===== src/rtl/lh_pkg.sv =====
// Shared constants, state encoding and character legality for the light-hash framer.
// Optional build macro: LH_FRAMER_ALNUM_ONLY_EN restricts legal characters to 0-9, A-Z, a-z.
package lh_pkg;

  localparam logic [7:0] HEAD_BYTE = 8'hFF;
  localparam logic [7:0] TAIL_BYTE = 8'h00;
  localparam logic [7:0] PRINT_LO  = 8'h20;
  localparam logic [7:0] PRINT_HI  = 8'h7E;
  localparam logic [7:0] DIGIT_LO  = 8'h30;
  localparam logic [7:0] DIGIT_HI  = 8'h39;
  localparam logic [7:0] UPPER_LO  = 8'h41;
  localparam logic [7:0] UPPER_HI  = 8'h5A;
  localparam logic [7:0] LOWER_LO  = 8'h61;
  localparam logic [7:0] LOWER_HI  = 8'h7A;

  typedef enum logic [2:0] {
    COLLECT = 3'd0,
    ERR     = 3'd1,
    HEAD    = 3'd2,
    BODY    = 3'd3,
    TAIL    = 3'd4
  } framer_state_t;

  // HEAD_BYTE and TAIL_BYTE fall outside every legal range, so they can never appear in a body.
  function automatic logic is_legal_char(input logic [7:0] c);
`ifdef LH_FRAMER_ALNUM_ONLY_EN
    return ((c >= DIGIT_LO) && (c <= DIGIT_HI)) ||
           ((c >= UPPER_LO) && (c <= UPPER_HI)) ||
           ((c >= LOWER_LO) && (c <= LOWER_HI));
`else
    return (c >= PRINT_LO) && (c <= PRINT_HI);
`endif
  endfunction

endpackage


===== src/rtl/lh_byte_buffer.sv =====
// MAX_LEN x 8 register array with write/read pointers and a clear; the framer owns the fill count.
module lh_byte_buffer #(
  parameter int MAX_LEN = 32,
  parameter int CNT_W   = $clog2(MAX_LEN) + 1
) (
  input  logic             clk,
  input  logic             rst,
  input  logic             clr,
  input  logic             wr_en,
  input  logic [7:0]       wr_data,
  input  logic             rd_adv,
  output logic [7:0]       rd_data,
  output logic [CNT_W-1:0] rd_ptr
);

  localparam int AW = $clog2(MAX_LEN);

  logic [7:0]       mem_reg [MAX_LEN];
  logic [AW-1:0]    wr_ptr_reg;
  logic [CNT_W-1:0] rd_ptr_reg;

  genvar gi;
  generate
    for (gi = 0; gi < MAX_LEN; gi++) begin : g_entry
      always_ff @(posedge clk) begin
        if (rst || clr) begin
          mem_reg[gi] <= 8'h00;
        end else if (wr_en && (wr_ptr_reg == AW'(gi))) begin
          mem_reg[gi] <= wr_data;
        end
      end
    end
  endgenerate

  always_ff @(posedge clk) begin
    if (rst || clr) begin
      wr_ptr_reg <= '0;
      rd_ptr_reg <= '0;
    end else begin
      if (wr_en)  wr_ptr_reg <= wr_ptr_reg + 1'b1;
      if (rd_adv) rd_ptr_reg <= rd_ptr_reg + 1'b1;
    end
  end

  // Read pointer is one bit wider so the framer can compare it against the full count.
  assign rd_data = mem_reg[rd_ptr_reg[AW-1:0]];
  assign rd_ptr  = rd_ptr_reg;

endmodule


===== src/rtl/lh_msg_framer.sv =====
// Store-and-forward framer: buffers one ASCII message, then emits FF, body, 00 to the hash core.
// Optional build macro: LH_FRAMER_ALNUM_ONLY_EN (see lh_pkg::is_legal_char).
module lh_msg_framer
  import lh_pkg::*;
#(
  parameter int MAX_LEN = 32,
  parameter int CNT_W   = $clog2(MAX_LEN) + 1
) (
  input  logic             clk,
  input  logic             rst,
  input  logic [7:0]       in_byte,
  input  logic             in_valid,
  input  logic             in_last,
  output logic             in_ready,
  output logic [7:0]       message_byte,
  output logic             message_valid,
  input  logic             message_ready,
  output logic [CNT_W-1:0] msg_len,
  output logic             err_invalid_char,
  output logic             err_too_long,
  output logic             busy
);

  framer_state_t    state_reg, state_next;
  logic [CNT_W-1:0] cnt_reg, cnt_next;
  logic             bad_reg, bad_next;
  logic             ovf_reg, ovf_next;
  logic             in_ready_reg, in_ready_next;
  logic             mvalid_reg, mvalid_next;
  logic [7:0]       mbyte_reg, mbyte_next;
  logic [CNT_W-1:0] len_reg, len_next;
  logic             err_inv_reg, err_inv_next;
  logic             err_long_reg, err_long_next;
  logic             busy_reg;

  logic             accept, out_xfer, at_cap, bad_now, ovf_now;
  logic             buf_wr, buf_adv, buf_clr;
  logic [7:0]       buf_rd_data;
  logic [CNT_W-1:0] buf_rd_ptr;

  assign accept   = in_valid && in_ready_reg;
  assign out_xfer = mvalid_reg && message_ready;
  assign at_cap   = (cnt_reg >= CNT_W'(MAX_LEN));
  assign bad_now  = bad_reg || !is_legal_char(in_byte);
  assign ovf_now  = ovf_reg || at_cap;

  assign buf_wr  = (state_reg == COLLECT) && accept && !at_cap;
  assign buf_adv = out_xfer && ((state_reg == HEAD) ||
                                ((state_reg == BODY) && (buf_rd_ptr != cnt_reg)));
  assign buf_clr = (state_reg == ERR) || ((state_reg == TAIL) && out_xfer);

  lh_byte_buffer #(
    .MAX_LEN (MAX_LEN),
    .CNT_W   (CNT_W)
  ) u_buf (
    .clk     (clk),
    .rst     (rst),
    .clr     (buf_clr),
    .wr_en   (buf_wr),
    .wr_data (in_byte),
    .rd_adv  (buf_adv),
    .rd_data (buf_rd_data),
    .rd_ptr  (buf_rd_ptr)
  );

  always_comb begin
    state_next    = state_reg;
    cnt_next      = cnt_reg;
    bad_next      = bad_reg;
    ovf_next      = ovf_reg;
    in_ready_next = in_ready_reg;
    mvalid_next   = mvalid_reg;
    mbyte_next    = mbyte_reg;
    len_next      = len_reg;
    err_inv_next  = 1'b0;
    err_long_next = 1'b0;
    case (state_reg)
      COLLECT: begin
        if (accept) begin
          bad_next = bad_now;
          ovf_next = ovf_now;
          if (cnt_reg != CNT_W'(MAX_LEN + 1)) cnt_next = cnt_reg + 1'b1;
          if (in_last) begin
            in_ready_next = 1'b0;
            // An illegal character outranks an over-length message.
            if (bad_now) begin
              state_next   = ERR;
              err_inv_next = 1'b1;
            end else if (ovf_now) begin
              state_next    = ERR;
              err_long_next = 1'b1;
            end else begin
              state_next  = HEAD;
              mvalid_next = 1'b1;
              mbyte_next  = HEAD_BYTE;
              len_next    = cnt_reg + 1'b1;
            end
          end
        end
      end
      ERR: begin
        state_next    = COLLECT;
        cnt_next      = '0;
        bad_next      = 1'b0;
        ovf_next      = 1'b0;
        in_ready_next = 1'b1;
      end
      HEAD: begin
        if (out_xfer) begin
          state_next = BODY;
          mbyte_next = buf_rd_data;
        end
      end
      BODY: begin
        // buf_rd_ptr already points past the byte being presented.
        if (out_xfer) begin
          if (buf_rd_ptr == cnt_reg) begin
            state_next = TAIL;
            mbyte_next = TAIL_BYTE;
          end else begin
            mbyte_next = buf_rd_data;
          end
        end
      end
      TAIL: begin
        if (out_xfer) begin
          state_next    = COLLECT;
          mvalid_next   = 1'b0;
          cnt_next      = '0;
          bad_next      = 1'b0;
          ovf_next      = 1'b0;
          in_ready_next = 1'b1;
        end
      end
      default: begin
        state_next    = COLLECT;
        in_ready_next = 1'b1;
        mvalid_next   = 1'b0;
      end
    endcase
  end

  always_ff @(posedge clk) begin
    if (rst) begin
      state_reg    <= COLLECT;
      cnt_reg      <= '0;
      bad_reg      <= 1'b0;
      ovf_reg      <= 1'b0;
      in_ready_reg <= 1'b1;
      mvalid_reg   <= 1'b0;
      mbyte_reg    <= 8'h00;
      len_reg      <= '0;
      err_inv_reg  <= 1'b0;
      err_long_reg <= 1'b0;
      busy_reg     <= 1'b0;
    end else begin
      state_reg    <= state_next;
      cnt_reg      <= cnt_next;
      bad_reg      <= bad_next;
      ovf_reg      <= ovf_next;
      in_ready_reg <= in_ready_next;
      mvalid_reg   <= mvalid_next;
      mbyte_reg    <= mbyte_next;
      len_reg      <= len_next;
      err_inv_reg  <= err_inv_next;
      err_long_reg <= err_long_next;
      busy_reg     <= (state_next != COLLECT);
    end
  end

  assign in_ready         = in_ready_reg;
  assign message_valid    = mvalid_reg;
  assign message_byte     = mbyte_reg;
  assign msg_len          = len_reg;
  assign err_invalid_char = err_inv_reg;
  assign err_too_long     = err_long_reg;
  assign busy             = busy_reg;

endmodule


===== config.mk =====
export PLATFORM = sky130hd
export DESIGN_NAME = lh_msg_framer
export DESIGN_NICKNAME = d
export VERILOG_FILES = /design/src/rtl/lh_pkg.sv /design/src/rtl/lh_byte_buffer.sv /design/src/rtl/lh_msg_framer.sv
export SDC_FILE = /design/constraint.sdc
export NUM_CORES = 1
export LEC_CHECK = 0
export CORE_MARGIN = 1
export CORE_UTILIZATION = 49
export CTS_BUF_LIST = sky130_fd_sc_hd__clkbuf_2
export DETAILED_ROUTE_END_ITERATION = 12
export DONT_BUFFER_PORTS = 1
export PLACE_DENSITY = 0.74
export RECOVER_POWER = 25
export SLEW_MARGIN = 25
export SYNTH_ARGS = -nofsm -noshare
export SYNTH_HDL_FRONTEND = slang
export SYNTH_SLANG_ARGS = --single-unit

===== constraint.sdc =====
create_clock -name clk -period 2.9 [get_ports clk]
set_clock_uncertainty 0.1 [all_clocks]
set_input_delay 0.58 -clock clk [delete_from_list [all_inputs] [get_ports clk]]
set_output_delay 0.58 -clock clk [all_outputs]
set_load 0.005 [all_outputs]

After elaboration in Yosys (flattened, before gate mapping). Memories as Yosys holds them, arrays and structs flattened. A register that Yosys moved wholly into a read port is not among the register bits. Cells that the tools add are included.

Register bits: 41. Bits in writable memories: 256. Input bits: 13. Output and inout port bits: 19. Word-level logic and storage cells: 336. Memories kept: 1.

Add/sub/neg operators: 3. $lt $le $gt $ge: 3. Eq/ne operators: 46. Mux-type cells: 169. Bitwise gates (word level): 39. Reductions and logical operators: 62.

Memories: u_buf.mem_reg (depth 32, width 8, rd ports 1, clocked after memory_dff 1, wr ports 32, RTL line lh_byte_buffer.sv:18) `logic [7:0] mem_reg [MAX_LEN];`.

Operator list (number): 8-bit two-way mux (39); 1-bit two-way mux (110); 5-bit == test (second input constant) (16); 5-bit by 4-bit == test with 1-bit output (second input constant) (8); 1-bit logical AND (40); 1-bit bitwise OR (32); 8-bit case mux with 3 select lines (1); 5-bit by 3-bit == test with 1-bit output (second input constant) (4); 3-bit two-way mux (6); 6-bit two-way mux (3); 6-bit case mux with 3 select lines (1); 2-bit != test (second input constant) (7); 6-bit by 1-bit adder with 6-bit output (second input constant) (2); 1-bit case mux with 3 select lines (4); 3-bit case mux with 4 select lines (1); 5-bit by 2-bit == test with 1-bit output (second input constant) (2); 5-bit two-way mux (2); 3-bit nonzero test (3); 8-bit by 6-bit >= comparator with 1-bit output (second input constant) (1); 8-bit by 7-bit <= comparator with 1-bit output (second input constant) (1); 4-bit AND reduction (2); 1-bit NOT (7); 7-bit AND reduction (1); 3-bit by 2-bit == test with 1-bit output (second input constant) (2); 21 further kinds (27).

Logic depth before layout (Yosys ltp). Gate-level depths: netlist of run 1.

Depth in word-level cells: 9. Gate-level depth with buffers: 8. Mapped depth without buffers: 6.

Cells and area by module. A second synthesis of run 1 with hierarchy kept.

Cell total of the unflattened synthesis: 990. Area, all modules: 14066.0 µm².

By module, submodules not included: lh_byte_buffer (times used 1, cells an instance 800, area each 12458.2 µm², seq. area each 8007.7 µm²); lh_msg_framer (times used 1, cells an instance 190, area each 1607.8 µm², seq. area each 600.6 µm²).

Worst setup path before layout of run 1. OpenSTA, ideal clock, no wires.

Path kind: input -> register. Start: in in_valid. End: mem u_buf.mem_reg[16][0] (enable). Library setup time: 384 ps. Arrival time: 1787 ps. Data required time: 2416 ps. Setup slack: 629 ps. Stages on the path: 4. Buffers on the path: 1. Cells stage by stage: and4bb_1 > nand3_1 > clkbuf_1 > o21ai_0.

RTL lines: start, declared (RTL line lh_msg_framer.sv:12) `input logic in_valid,`; end, declared (RTL line lh_byte_buffer.sv:18).

==> flow_summary.ini, run 1 <==
[run_status]
status = finished clean

[detailed_routing]
avgRoutedWirePerCell_um = 22.7
drc = 0
first_pass_iters = 7
drtAntennaViolNets = 0
via_per_inst = 5.77
first_iter_violations = 965
dr_total_vias = 8909
wl_um = 35100

[global_route]
antenna_found_initial = 6
grt_pass1_vias = 8919
grt_pass1_wl_um = 53800
grt_usage_pct = 23.9
overflow = 0
grt_max_degree = 33

[logic_synthesis]
syn_inst = 1046
yosysTopAreaCell = edfxtp_1
netlist.area_leader.share_pct = 53.8
synth_ff_type = edfxtp_1
synthArstFlopShare_pct = 0
synthesis.area_um2 = 14300
ys_ff_latch = 302
synth-edff-count = 256
ys_types = 57
ys_seq_area_share_pct = 60.3
syn_area_per_cell_um2 = 13.7
syn-num-nets = 1069
yosys_warnings = 0
synth_area_leaders = edfxtp_1 (54%), and2_1 (11%), mux4_2 (10%)

[sta]
final.min_clock_period_ns = 2.79
fmax_mhz = 358
setup_violations = 0
min_period_over_period_pct = 96.3
slew_headroom_pct = 33.3
final-max-slew-violation-count = 0
final_hold_viol_count = 0
tightestPinTransition_ns = 0.997
rsz0062_at_grt = false
fin_tns_setup_ns = 0
setup_slack_ns = 0.107

[cells_and_area]
drive_gt1_share_pct = 21.6
final_nets = 1133
area_delta_synth_final_pct = 8.83
fillerInstances = 2374
final_cells = 1545
largest_reg_flops = 256

[power]
fin_total_pwr_mw = 8.53
leakage_nw = 5.64
irDropWorstVdd_uv = 219
power_density_nw_per_um2 = 549

[worst_setup_path]
cp_data_arrival_time_ns = 3.13
cp_slowest_stage_delay_ns = 0.52
cp_slowest_cell = dfxtp_1
cp.required_ns = 3.24
worstSetupEndpointType = register
path_delay_family = buffers and inverters
worstPathMaxFanout = 32
path_buf_inv = 2
crit_type = register to register
cp_cell_sequence = or2b_1 -> a21oi_1 -> nor2_1 -> buf_4 -> o21ai_0 -> clkbuf_1
critPathLaunchType = register

[die]
num_rows = 62
die_y_um = 173
ioPinCount = 32
dieWidth_um = 173
dieArea_um2 = 29800
start_util_pct = 49.8
core_area_um2 = 28700

[clock_network]
cts-resized-gates = 0
cts_num_sinks = 302
clk_path_buf_depth = 3
cts_tree = yes
cts-root-buf = clkbuf_2
htreeDepth = 3
clk_pin_slew_worst_paths_ns = 0.10
clk_latency_ns = 0.88
cts-buffers-inserted = 78

[placed_design]
gp_congestion = 0.900
dp_hpwl_um = 22200
port_buffers = 0
post-place-cells = 1396
pre_cts_ws_ns = 0.277

[flow_run]
cap_viol_max_count = 0

[worst_hold_path]
hp-class = input pin to register
-- routing by layer --
layer / up-vias / share of wire, % / GRT usage [%] / wire, µm
met3: 69 / 10 / 6.64 / 3570
met2: 463 / 47 / 36.7 / 16400
met5: - / 0.13 / 0 / 46
met4: 6 / 2.3 / 8.33 / 795
li1: 3958 / - / - / -
met1: 4413 / 41 / 32.8 / 14200
-- cell usage in the layout (no fill, tap or decap), drive strengths merged, types with 3 or more instances in the layout --
cell type / count
xnor2: 10
nand2: 54
diode: 5
nand2b: 4
nand4: 11
o21ai: 33
nor3: 14
mux2i: 19
nand3b: 3
mux4: 65
a21oi: 17
inv: 12
ha: 10
a22oi: 3
nand3: 21
edfxtp: 256
xor2: 8
nor2b: 5
a31oi: 3
nor4: 6
and2: 257
nand4b: 3
buf: 41
dfxtp: 46
or3: 5
clkinv: 4
dlygate4sd3: 10
nor2: 72
clkbuf: 126
a211oi: 12
-- final timing paths --
path	start	to	depth (start not counted)	slack, ns
worst min-delay path	in_byte[7]	u_buf.mem_reg[7][7]$_SDFFCE_PN0P_	2	0.03
worst min register to register	bad_reg$_SDFFE_PP0P_	bad_reg$_SDFFE_PP0P_	2	0.38
worst max register to register	state_reg[0]$_SDFF_PP0_	u_buf.mem_reg[7][0]$_SDFFCE_PN0P_	6	0.11
worst max-delay path	state_reg[0]$_SDFF_PP0_	u_buf.mem_reg[7][0]$_SDFFCE_PN0P_	6	0.11
-- per-stage QoR --
step	util [%]	hold WS, ns	cell area [µm²]
after global routing	54.1	0.0112	15500
after floorplan	-	0.347	14300
after CTS	54.6	0.000153	15700
final	54.2	0.0267	15500
after global placement	51.4	0.355	14700
after detailed placement	51.4	0.358	14700
-- kinds of logic after synthesis --
logic type,Yosys count,synth area share [%]
xor+xnor,18,1.10
simple gates,464,19.5
fa+ha+maj,10,0.876
buf+inv,85,3.00
flops,302,60.3
mux,84,11.6
compound gates,83,3.63
-- area by class of cell --
cell class	instances	area, µm²	area share [%]
sequential	302	8610	55.4
antenna	5	12.5	0.0805
clock buffer	118	591	3.80
multi-input combinational	659	5150	33.1
inverter	10	37.5	0.242
tap	384	480	3.09
timing repair buffer	59	576	3.70
clock inverter	8	82.6	0.531
-- Yosys cell counts, types with 2 or more instances --
master	number
nand3_1	21
nand4_1	11
xor2_1	8
a21oi_1	17
a211oi_1	11
buf_6	5
edfxtp_1	256
nor2_4	16
a32oi_1	2
o21ai_0	33
and2_1	257
buf_12	2
nor2_8	4
buf_4	7
buf_2	10
mux2i_1	19
nor3_1	14
a31oi_1	3
nor2b_1	5
a41oi_1	2
nand3b_1	2
nor4_1	4
mux4_2	65
a2111oi_0	2
nand2_1	53
nor2_1	52
o221ai_1	2
buf_1	2
clkbuf_1	49
ha_1	10
nand2b_1	4
inv_1	9
nand4b_1	3
or3_1	5
or2_2	2
dfxtp_1	46
and3_1	2
a22oi_1	3
xnor2_1	10
-- report_power, final --
part	leakage, nW	total (mW)	internal (mW)	switching, mW
Sequential	3.04	5.01	4.92	0.0912
Combinational	2.07	0.586	0.198	0.388
Clock	0.533	2.93	1.23	1.70
Total	5.64	8.53	6.35	2.18
-- what timing repair did --
action | CTS | global route
endpoints found under the setup margin | 0 | 0
hold buffers | 18 | 0
setup buffers | 0 | 0
endpoints found under the hold margin | 286 | 0
-- worst reg2reg max path, stage by stage, from the launching register on --
cell,delay [ns]
dfxtp_1,0.52
or2b_1,0.29
a21oi_1,0.49
nor2_1,0.08
buf_4,0.27
o21ai_0,0.12
clkbuf_1,0.48
(Power assumes the default switching activity.)
==> run 2: changes to the inputs <==
- SYNTH_HIERARCHICAL: default -> 1
==> run 2 against run 1 <==
Effect of this change:
- core utilization rose by 1.9 points
- register-to-register slack about the same
- first-iteration DRC count rose by 8.8%
- wire length down 2.7%
- largest power group unchanged
- critical path type unchanged
- total power is 0.60% lower
- fmax rose by 0.32%
==> flow_summary.ini, run 2 <==
[logic_synthesis]
synth_ff_type = edfxtp_1
synth_top_cells_by_count = and2_1 (256), edfxtp_1 (256), mux4_2 (80), nor2_1 (58), clkbuf_1 (50)
syn_inst = 990
syn_area_per_cell_um2 = 14.2
synthesis.area_um2 = 14100
synthArstFlopShare_pct = 0
yosysTopAreaCell = edfxtp_1
yosys_warnings = 6
ys_seq_area_share_pct = 61.2
synth-edff-count = 256
synth_area_leaders = edfxtp_1 (55%), mux4_2 (13%), and2_1 (11%)
netlist.area_leader.share_pct = 54.7
ys_ff_latch = 302
syn-num-nets = 1013
ys_types = 53

[sta]
rsz0062_at_grt = false
worst_hold_slack_ns = 0.120
fmax_mhz = 359
final_hold_viol_count = 0
setup_violations = 0
final-max-slew-violation-count = 0
slew_headroom_pct = 41.2
tightestPinTransition_ns = 0.860
final.min_clock_period_ns = 2.78
min_period_over_period_pct = 96.0

[die]
dieArea_um2 = 29400
core_area_um2 = 28000
start_util_pct = 50.2
ioPinCount = 32
dieWidth_um = 171
die_y_um = 171
num_rows = 61

[worst_setup_path]
crit_type = register to register
cp_slowest_cell = o21ai_0
worstPathMaxFanout = 7
crit_path_frequent_cell = buf_4
worstSetupEndpointType = register
cp_slowest_stage_delay_ns = 0.49
cp_cell_sequence = or3_1 -> nor3_1 -> buf_4 -> nand2_1 -> buf_4 -> o21ai_0 -> buf_4
critPathLaunchType = register
cp.required_ns = 3.32
cp_data_arrival_time_ns = 3.20

[power]
p_int_mw = 6.31
power_density_nw_per_um2 = 540
irDropWorstVdd_uv = 188
leakage_nw = 5.68
switching_share_pct = 25.5
p_sw_mw = 2.16
seq_power_share_pct = 59.3
comb_power_share_pct = 8.3
clkPwrFrac_pct = 32.4

[clock_network]
cts-root-buf = clkbuf_2
clk_pin_slew_worst_paths_ns = 0.11
htreeDepth = 3
cts-buffers-inserted = 73
cts_setup_buffers = 0
cts_tree = yes
cts_num_sinks = 302
clk_path_buf_depth = 3
clk_latency_ns = 0.83

[global_route]
grt_pass1_wl_um = 50200
grt_pass1_vias = 8344
overflow = 0
grt_usage_pct = 23.8
grt_max_degree = 34
antenna_found_initial = 4

[detailed_routing]
wl_um = 34100
dr_total_vias = 8732
via_per_inst = 5.79
drtAntennaViolNets = 0
avgRoutedWirePerCell_um = 22.6
drc = 0
first_pass_iters = 6
first_iter_violations = 1050

[cells_and_area]
largest_reg_flops = 256
final_nets = 1105
final_cell_mix = edfxtp_1 (256), and2_1 (247), clkbuf_2 (102)
drive_gt1_share_pct = 25.2
area_delta_synth_final_pct = 11.7
final_common_cell = edfxtp_1
fin_area_um2 = 15700

[placed_design]
dp_hpwl_um = 21700
port_buffers = 0
dpl_cell_area_um2 = 14700
gp_congestion = 0.853

[worst_hold_path]
hp-class = input pin to register

[flow_run]
cap_viol_max_count = 0

[run_status]
status = finished clean
-- run 2: cell types whose count changed after synthesis, sizes merged, moves of 6 or more --
cell    change
mux2        +8
buf         -8
nand4       -6
nor2       -14
nand3b      +6
nand2      -36
mux2i      -17
mux4       +15
nor3        -6
inv         +9
-- run 2: critical path: cells and delay by family (launching register included) --
kind | cells | cell delay [ns]
and+or+nand+nor | 3 | 0.81
DFF | 1 | 0.38
buffers and inverters | 3 | 0.68
AOI/OAI and AO/OA | 1 | 0.49
-- run 2: layout make-up --
class	count	area, µm²
antenna	2	5.00
clock buffer	102	510
clock inverter	20	131
fill	2259	12300
inverter	19	71.3
multi-input combinational	601	5120
sequential	302	8610
tap	378	473
timing repair buffer	85	777
-- run 2: power by group through the flow --
stage	Combinational, mW	Sequential [mW]	Clock (mW)
2_1_floorplan	0.400	5.08	0
3_3_place_gp	0.578	5.11	0
3_5_place_dp	0.586	5.12	0
4_1_cts	0.696	5.02	2.83
5_1_grt	0.739	5.04	3.01
6_report	0.702	5.02	2.75
-- run 2: logic make-up (layout without fill, tap and decap cells) --
| kind of cell | after synthesis | in the layout | synth area share, % |
|---|---|---|---|
| simple gates | 395 | 395 | 16.3 |
| other cells | 0 | 2 | 0 |
| buf+inv | 87 | 226 | 2.65 |
| mux | 90 | 90 | 13.6 |
| fa+ha+maj | 10 | 10 | 0.890 |
| xor+xnor | 17 | 17 | 1.06 |
| compound gates | 89 | 89 | 4.34 |
| flops | 302 | 302 | 61.2 |
-- run 2: final timing paths --
kind                                                      endpoint  slack [ns]                         start  cells after the start
worst max register to register  u_buf/mem_reg[24][5]$_SDFFCE_PN0P_        0.12       state_reg[0]$_SDFF_PP0_                      7
worst min-delay path                       msg_len[0]$_SDFFE_PP0P_        0.12                      in_valid                      4
worst min register to register        message_byte[0]$_SDFFE_PP0P_        0.39  message_byte[0]$_SDFFE_PP0P_                      2
worst max-delay path            u_buf/mem_reg[24][5]$_SDFFCE_PN0P_        0.12       state_reg[0]$_SDFF_PP0_                      7
-- run 2: routing by layer --
| layer | GRT usage [%] | wire length, µm | vias up |
|---|---|---|---|
| li1 | - | - | 3874 |
| met1 | 32.5 | 13800 | 4333 |
| met2 | 35.8 | 15700 | 465 |
| met3 | 6.74 | 3680 | 60 |
| met4 | 9.74 | 960 | 0 |
| met5 | 0 | 0 | - |
-- run 2: repair_timing --
item	4_1_cts	5_1_grt
setup endpoints to repair	6	55
hold buffers	26	0
gates resized for setup	4	11
endpoints found under the hold margin	289	0
-- run 2: stage by stage --
| step | util, % | total power, mW | cells | setup TNS [ns] | setup WS [ns] |
|---|---|---|---|---|---|
| 5_1_grt | 56.1 | 8.79 | 1509 | 0 | 0.0127 |
| 3_3_place_gp | 52.6 | 5.69 | 1359 | -0.661 | -0.0443 |
| 3_5_place_dp | 52.6 | 5.71 | 1359 | 0 | 0.0318 |
| 2_1_floorplan | - | 5.48 | 990 | 0 | 0.0134 |
| 6_report | 56.1 | 8.47 | 1509 | 0 | 0.116 |
| 4_1_cts | 56.1 | 8.54 | 1507 | 0 | 0.000808 |
==> run 3: changes to the inputs <==
- CORE_UTILIZATION: 49 -> 60
- PLACE_DENSITY: 0.74 -> 0.89
- REMOVE_ABC_BUFFERS: default -> 1
- clock period: 2.9 -> 2.5 ns (I/O delays scaled with it)
==> run 3 against run 2 <==
Effect of this change:
- the flow now finishes with violations (setup timing)
- global-route usage increased by 7.1 points
- sequential power increased by 16%
- wire length increased by 7.9%
- hold slack got worse by 0.016 ns
- core utilization increased by 13 points
- highest routed layer is now met5
- critical endpoint is now message_byte[2]$_SDFFE_PP0P_
- total power increased by 17%
==> flow_summary.ini, run 3 (synthesis results as in run 2) <==
[run_status]
violations = setup timing
status = complete, but fails checks

[sta]
fmax_mhz = 398
final_hold_viol_count = 0
slew_headroom_pct = 48.0
min_period_over_period_pct = 101
worst_hold_slack_ns = 0.104
setup_violations = 2
setup_slack_ns = -0.0137
final.min_clock_period_ns = 2.51
tightestPinTransition_ns = 0.777
final-max-slew-violation-count = 0

[worst_setup_path]
crit_type = register to register
cp_slowest_stage_delay_ns = 0.56
critPathLaunchType = register
cp_cell_sequence = buf_4 -> clkbuf_16 -> mux4_2 -> mux4_2 -> mux2_2 -> nor2_1 -> a211oi_2
crit_path_frequent_cell = mux4_2
worstPathMaxFanout = 6
worstSetupEndpointType = register
path_buf_inv = 2
cp_slowest_cell = mux4_2
path_delay_family = multiplexers
cp.required_ns = 3.10
cp_data_arrival_time_ns = 3.11

[power]
power_density_nw_per_um2 = 625
switching_share_pct = 26.0
p_sw_mw = 2.58
leakage_nw = 5.83
irDropWorstVdd_uv = 315
comb_power_share_pct = 8.6
seq_power_share_pct = 59.0
p_int_mw = 7.32
clkPwrFrac_pct = 32.4

[placed_design]
gp_congestion = 0.957
pre_cts_ws_ns = -0.0461
port_buffers = 0
dpl_cell_area_um2 = 14800
dp_hpwl_um = 22300

[cells_and_area]
largest_reg_flops = 256
final_nets = 1126
final_common_cell = edfxtp_1
fin_area_um2 = 15800
fillerInstances = 1503
drive_gt1_share_pct = 27.2
area_delta_synth_final_pct = 12.6
final_cell_mix = edfxtp_1 (256), and2_1 (254), clkbuf_2 (123)

[global_route]
grt_pass1_vias = 9358
grt_usage_pct = 30.9
overflow = 0
antenna_found_initial = 6
grt_max_degree = 34
grt_pass1_wl_um = 54200

[die]
core_area_um2 = 22800
ioPinCount = 32
dieWidth_um = 155
start_util_pct = 61.6
num_rows = 55
dieArea_um2 = 24100
die_y_um = 155

[detailed_routing]
avgRoutedWirePerCell_um = 25.0
dr_total_vias = 9331
drc = 0
drtAntennaViolNets = 0
first_pass_iters = 5
first_iter_violations = 1234
via_per_inst = 6.34
wl_um = 36800

[clock_network]
clk_path_buf_depth = 3
clk_pin_slew_worst_paths_ns = 0.11
htreeDepth = 3
cts_num_sinks = 302
cts-root-buf = clkbuf_2
cts-buffers-inserted = 74
clk_latency_ns = 0.88
cts_tree = yes

[worst_hold_path]
hp-class = input pin to register

[flow_run]
cap_viol_max_count = 0
==> run 3: changes by cell type in the layout (fill, tap and decap cells not counted), moves of 5 or more <==
cell,before,now
clkinv_1,15,7
diode_2,2,7
clkbuf_2,102,123
clkbuf_1,11,6
and2_0,9,2
nor2_1,44,55
buf_4,44,52
nor2_2,14,3
and2_1,247,254
==> run 3: area by class of cell <==
class / instances / area (µm²) / share of cell area (%)
Sequential cell: 302 / 8610 / 54.4
Multi-Input combinational cell: 601 / 5110 / 32.2
Timing Repair Buffer: 105 / 1000 / 6.31
Clock buffer: 111 / 556 / 3.51
Tap cell: 313 / 392 / 2.47
Clock inverter: 14 / 85.1 / 0.537
Inverter: 19 / 71.3 / 0.450
Antenna cell: 7 / 17.5 / 0.111
==> run 3: worst paths after layout <==
check	startpoint	slack, ns	to	depth (start not counted)
min	in_byte[7]	0.10	msg_len[0]$_SDFFE_PP0P_	4
max reg2reg	register	-0.01	message_byte[2]$_SDFFE_PP0P_	7
min reg2reg	msg_len[1]$_SDFFE_PP0P_	0.42	msg_len[1]$_SDFFE_PP0P_	2
max	register	-0.01	message_byte[2]$_SDFFE_PP0P_	7
==> run 3: power by group through the flow <==
stage                     clock [mW]  sequential [mW]  combinational (mW)
after floorplan                    0             5.89               0.413
after global placement             0             5.92               0.669
after detailed placement           0             5.94               0.697
after CTS                       3.23             5.82               0.824
after global routing            3.52             5.86               0.887
final                           3.21             5.84               0.849
==> run 3: worst register-to-register path: cells and delay by family, from the launching register on <==
family / cells / cell delay (ns)
buffers and inverters: 2 / 0.33
AOI/OAI and AO/OA: 1 / 0.05
and+or+nand+nor: 1 / 0.16
muxes: 3 / 1.32
DFF: 1 / 0.42
==> run 3: timing repair <==
action                                 4_1_cts  5_1_grt
hold buffers                                23        0
pin swaps                                    0        2
resized for setup                            3        8
setup buffers                                0        4
endpoints found under the hold margin      300        0
gates cloned                                 0        5
setup endpoints to repair                   15      145
==> run 3: metal layers <==
metal	wire length [µm]	track usage, %	up-vias
li1	-	-	3917
met1	13000	38.4	4531
met2	17700	48.6	765
met3	4720	10.8	116
met4	1340	14.9	2
met5	13	0	-
==> run 3: per-stage QoR <==
step / TNS (ns) / total power [mW] / instances / utilization, %
global route: -0.115 / 10.3 / 1470 / 69.3
CTS: 0 / 9.88 / 1456 / 68.8
finish: -0.0159 / 9.90 / 1472 / 69.3
global placement: 0 / 6.59 / 1308 / 64.6
detailed placement: -0.366 / 6.64 / 1308 / 64.6
floorplan: -267.12 / 6.31 / 922 / -
